--- config.mk ---
export PLATFORM = sky130hd
export DESIGN_NAME = uart_tx_scheduler
export DESIGN_NICKNAME = d
export VERILOG_FILES = /design/src/rtl/uart_tx_scheduler.sv
export SDC_FILE = /design/constraint.sdc
export NUM_CORES = 1
export LEC_CHECK = 0
export BUFFER_PORTS_ARGS = -buffer_cell sky130_fd_sc_hd__buf_2
export CORE_UTILIZATION = 45
export DETAILED_ROUTE_END_ITERATION = 8
export PLACE_DENSITY = 0.7
export SETUP_SLACK_MARGIN = 0.02
export SLEW_MARGIN = 20
export SYNTH_ARGS = -nofsm -noshare
export SYNTH_HDL_FRONTEND = slang
export SYNTH_SLANG_ARGS = --single-unit
--- constraint.sdc ---
create_clock -name clock -period 2.4 [get_ports clock]
set_input_delay 0.12 -clock clock [delete_from_list [all_inputs] [get_ports clock]]
set_output_delay 0.12 -clock clock [all_outputs]
set_load 0.05 [all_outputs]
--- src/rtl/uart_tx_scheduler.sv ---
// uart_tx_scheduler: round-robin arbiter in front of an 8N1 serial transmitter.
// Ports:
//   clock     system clock, all logic on posedge
//   reset     synchronous active-high reset
//   req       per-requester level request, held until grant is seen
//   req_data  byte for requester i at [8*i+7:8*i]
//   grant     one-hot, one-cycle acceptance pulse (first START cycle)
//   busy      high while a frame (START/DATA/STOP) is on the line
//   tx_line   serial output, idles high
module uart_tx_scheduler #(
    parameter int unsigned NUM_REQ      = 4,
    parameter int unsigned CLKS_PER_BIT = 16
) (
    input  logic                   clock,
    input  logic                   reset,
    input  logic [NUM_REQ-1:0]     req,
    input  logic [8*NUM_REQ-1:0]   req_data,
    output logic [NUM_REQ-1:0]     grant,
    output logic                   busy,
    output logic                   tx_line
);

    localparam int unsigned PTR_W  = $clog2(NUM_REQ);
    localparam int unsigned BAUD_W = $clog2(CLKS_PER_BIT);
    localparam logic [BAUD_W-1:0] BAUD_MAX = BAUD_W'(CLKS_PER_BIT - 1);
    localparam logic [PTR_W-1:0]  PTR_LAST = PTR_W'(NUM_REQ - 1);

    typedef enum logic [1:0] {
        IDLE  = 2'd0,
        START = 2'd1,
        DATA  = 2'd2,
        STOP  = 2'd3
    } state_t;

    state_t              state;
    logic [PTR_W-1:0]    rr_ptr;
    logic [BAUD_W-1:0]   baud_cnt;
    logic [2:0]          bit_cnt;
    logic [7:0]          shift_reg;

    logic                found_c;
    logic [PTR_W-1:0]    winner_c;
    logic                arb_edge_c;

    // Round-robin scan starting at rr_ptr; the modulo keeps the wrap explicit
    // for non-power-of-two requester counts.
    always_comb begin
        found_c  = 1'b0;
        winner_c = '0;
        for (int unsigned k = 0; k < NUM_REQ; k++) begin
            int unsigned idx;
            idx = (32'(rr_ptr) + k) % NUM_REQ;
            if (!found_c && req[PTR_W'(idx)]) begin
                found_c  = 1'b1;
                winner_c = PTR_W'(idx);
            end
        end
    end

    // Arbitration happens while idle or on the last cycle of the stop bit,
    // which lets a pending request start the next frame with no idle gap.
    assign arb_edge_c = (state == IDLE) || ((state == STOP) && (baud_cnt == BAUD_MAX));

    // Frame sequencer, bit timer and registered outputs.
    always_ff @(posedge clock) begin
        if (reset) begin
            state     <= IDLE;
            rr_ptr    <= '0;
            baud_cnt  <= '0;
            bit_cnt   <= '0;
            shift_reg <= '0;
            grant     <= '0;
            busy      <= 1'b0;
            tx_line   <= 1'b1;
        end else begin
            grant <= '0;
            if (arb_edge_c) begin
                baud_cnt <= '0;
                if (found_c) begin
                    shift_reg       <= req_data[{winner_c, 3'b000} +: 8];
                    rr_ptr          <= (winner_c == PTR_LAST) ? '0 : winner_c + PTR_W'(1);
                    grant[winner_c] <= 1'b1;
                    state           <= START;
                    busy            <= 1'b1;
                    tx_line         <= 1'b0;
                end else begin
                    state   <= IDLE;
                    busy    <= 1'b0;
                    tx_line <= 1'b1;
                end
            end else if (baud_cnt != BAUD_MAX) begin
                baud_cnt <= baud_cnt + BAUD_W'(1);
            end else begin
                baud_cnt <= '0;
                case (state)
                    START: begin
                        state   <= DATA;
                        bit_cnt <= '0;
                        tx_line <= shift_reg[0];
                    end
                    DATA: begin
                        shift_reg <= shift_reg >> 1;
                        if (bit_cnt == 3'd7) begin
                            state   <= STOP;
                            tx_line <= 1'b1;
                        end else begin
                            bit_cnt <= bit_cnt + 3'd1;
                            tx_line <= shift_reg[1];
                        end
                    end
                    default: begin
                        state   <= IDLE;
                        busy    <= 1'b0;
                        tx_line <= 1'b1;
                    end
                endcase
            end
        end
    end

endmodule

==> results_dict.tcl <==
set metrics [dict create \
    status "completed" \
    total_power_w 0.00195 \
    num_rows 21 \
    syn_avg_cell_area_um2 8.43 \
    largest_register_ffs 8 \
    die_w_um 62.0 \
    dr.pass1.iters 4 \
    synth_edf_count 0 \
    gr-usage-all-layers 0.207 \
    syn_inst 192 \
    synthToLayoutAreaGrowth_pct 16.3 \
    slowest_stage "or3b_1" \
    via_count 1552 \
    drv_slew 0 \
    worstPathRequired_ps 2670 \
    clkTransAtPathRegs_ps 140 \
    routed_wire_length_per_instance_um 13.4 \
    netlist_area_um2 1620 \
    clk_latency_ps 330 \
    worst-path-buf-inv 1 \
    start_kind "register" \
    layout.nets 281 \
    setup_viol 0 \
    grt_pass1_vias 1300 \
    port_buffers 43 \
    reg2reg_depth 7 \
    grt_pass1_wl_mm 5.87 \
    leakage_nw 0.827 \
    regToRegSetupSlack_ps 270 \
    dpl_cell_area_um2 1860 \
    cp_top_family "compound AO/OA/AOI/OAI gates" \
    antenna_cells 0 \
    worstPathCellList "inv_1 -> ha_1 -> or3b_1 -> o22ai_2 -> o21bai_1 -> a41o_1 -> a21oi_1" \
    ir_drop_mv 0.643 \
    synth-seq-cells 25 \
    fin_crit_sh 0.886 \
    arrival_ps 2390 \
    antenna_left 0 \
    htree_num_levels 1 \
    ios 44 \
    antenna_found_initial 0 \
    synth_ff_type "dfxtp_1" \
    core_area_um2 3390 \
    grt_max_degree 23 \
    ys_seq_area_frac 0.309 \
    stdcell_area_um2 1880 \
    synth-async-reset-ratio 0 \
    root_buffer "clkbuf_4" \
    postCtsSetupBuffers 0 \
    start_util 0.478 \
    holdPathStages 2 \
    hp-class "primary input to register" \
    hold_buffers 0 \
    grt-ovfl-total 0 \
    cts_tree "built" \
    dp_hpwl_mm 2.73 \
    drcViolationCount 0 \
    routed_via_density 5.60 \
    clockBufferDepth 2 \
    hold_viol_final 0 \
    place_congestion 0.841 \
    fmax_ghz 0.470 \
    cp_num_cells 7 \
    cpPeakStageDelay_ps 520 \
    end_kind "register" \
    fp.dieArea_um2 3840 \
    drt-total-wl_mm 3.71 \
    cts_made_buffers 3 \
    ys_warn_count 0 \
    ys_types 45 \
    worst_pin_slew_ps 535 \
    die_height_um 62.0 \
    skew_ps 2.68 \
    ctsResizeCount 0 \
    power_density_nw_per_um2 1040 \
    maxCapViolCount 0 \
    path_max_fanout 10 \
    setup_tns_ps 0 \
    period_needed_ps 2130 \
    critical_path_class "register to register" \
    mostFrequentLayoutCell "buf_2" \
    slew-limit-headroom 0.640 \
    drt-initial-drc-count 111 \
    rsz0062_at_grt "no" \
    final_cell_mix "buf_2, dfxtp_1, nor2_1" \
    drive_gt1_frac 0.251 \
    worst_hold_slack_ps 149 \
    cts_sinks 25 \
    syn-num-nets 241 \
]
path summary, 6_finish.rpt:
kind,start,endpoint
worst max-delay path,state[0],shift_reg[6]
worst min-delay path,reset,bit_cnt[1]
worst max register to register,state[0],shift_reg[6]
worst min register to register,baud_cnt[0],baud_cnt[0]
area by class of cell:
class | instances | area, µm²
clock buffer | 3 | 22.5
tap | 46 | 57.6
fill | 319 | 1510
sequential | 25 | 500
clock inverter | 1 | 5.00
multi-input combinational | 150 | 1040
timing repair buffer | 46 | 238
inverter | 6 | 22.5
synthesized netlist by cell type, drive strengths merged (2+ instances only):
library cell | instances | area (µm²)
a211oi | 2 | 15.0
a21boi | 7 | 52.6
a21oi | 11 | 55.1
a22oi | 2 | 15.0
a41o | 7 | 70.1
and2 | 4 | 25.0
and2b | 2 | 17.5
and3 | 8 | 50.1
buf | 4 | 32.5
clkbuf | 7 | 26.3
dfxtp | 25 | 500
ha | 11 | 138
inv | 6 | 22.5
nand2 | 5 | 18.8
nand3 | 13 | 65.1
nor2 | 21 | 81.3
nor2b | 2 | 12.5
nor4 | 2 | 12.5
o21ai | 10 | 50.1
o21bai | 8 | 60.1
o22ai | 2 | 18.8
o31ai | 7 | 52.6
o32ai | 8 | 70.1
kinds of logic after synthesis:
| kind of cell | share of synthesized area |
|---|---|
| AOI/OAI and AO/OA | 0.322 |
| xor gates and xnor gates | 0.0108 |
| adders and majority gates | 0.0850 |
| buffers and inverters | 0.0502 |
| DFF | 0.309 |
| muxes | 0.00618 |
| and+or+nand+nor | 0.216 |
power breakdown:
group,total [W],internal [W],switching (W)
clock,0.000194,0.0000628,0.000131
sequential,0.000615,0.000535,0.0000799
combinational,0.00114,0.000440,0.000702
per-layer routing:
metal  vias up  GRT usage  routed length (µm)
met1       691      0.263                1880
met3         5     0.0518                 218
li1        805          -                   -
met2        51      0.343                1570
met4         0     0.0667                  42
met5         -          0                   0
stage by stage:
stage	cells	setup slack [ps]	utilization
2_1_floorplan	192	506	-
3_3_place_gp	273	414	0.547
3_5_place_dp	273	327	0.547
4_1_cts	277	282	0.556
5_1_grt	277	114	0.556
6_report	277	274	0.556
(Power assumes the default switching activity.)
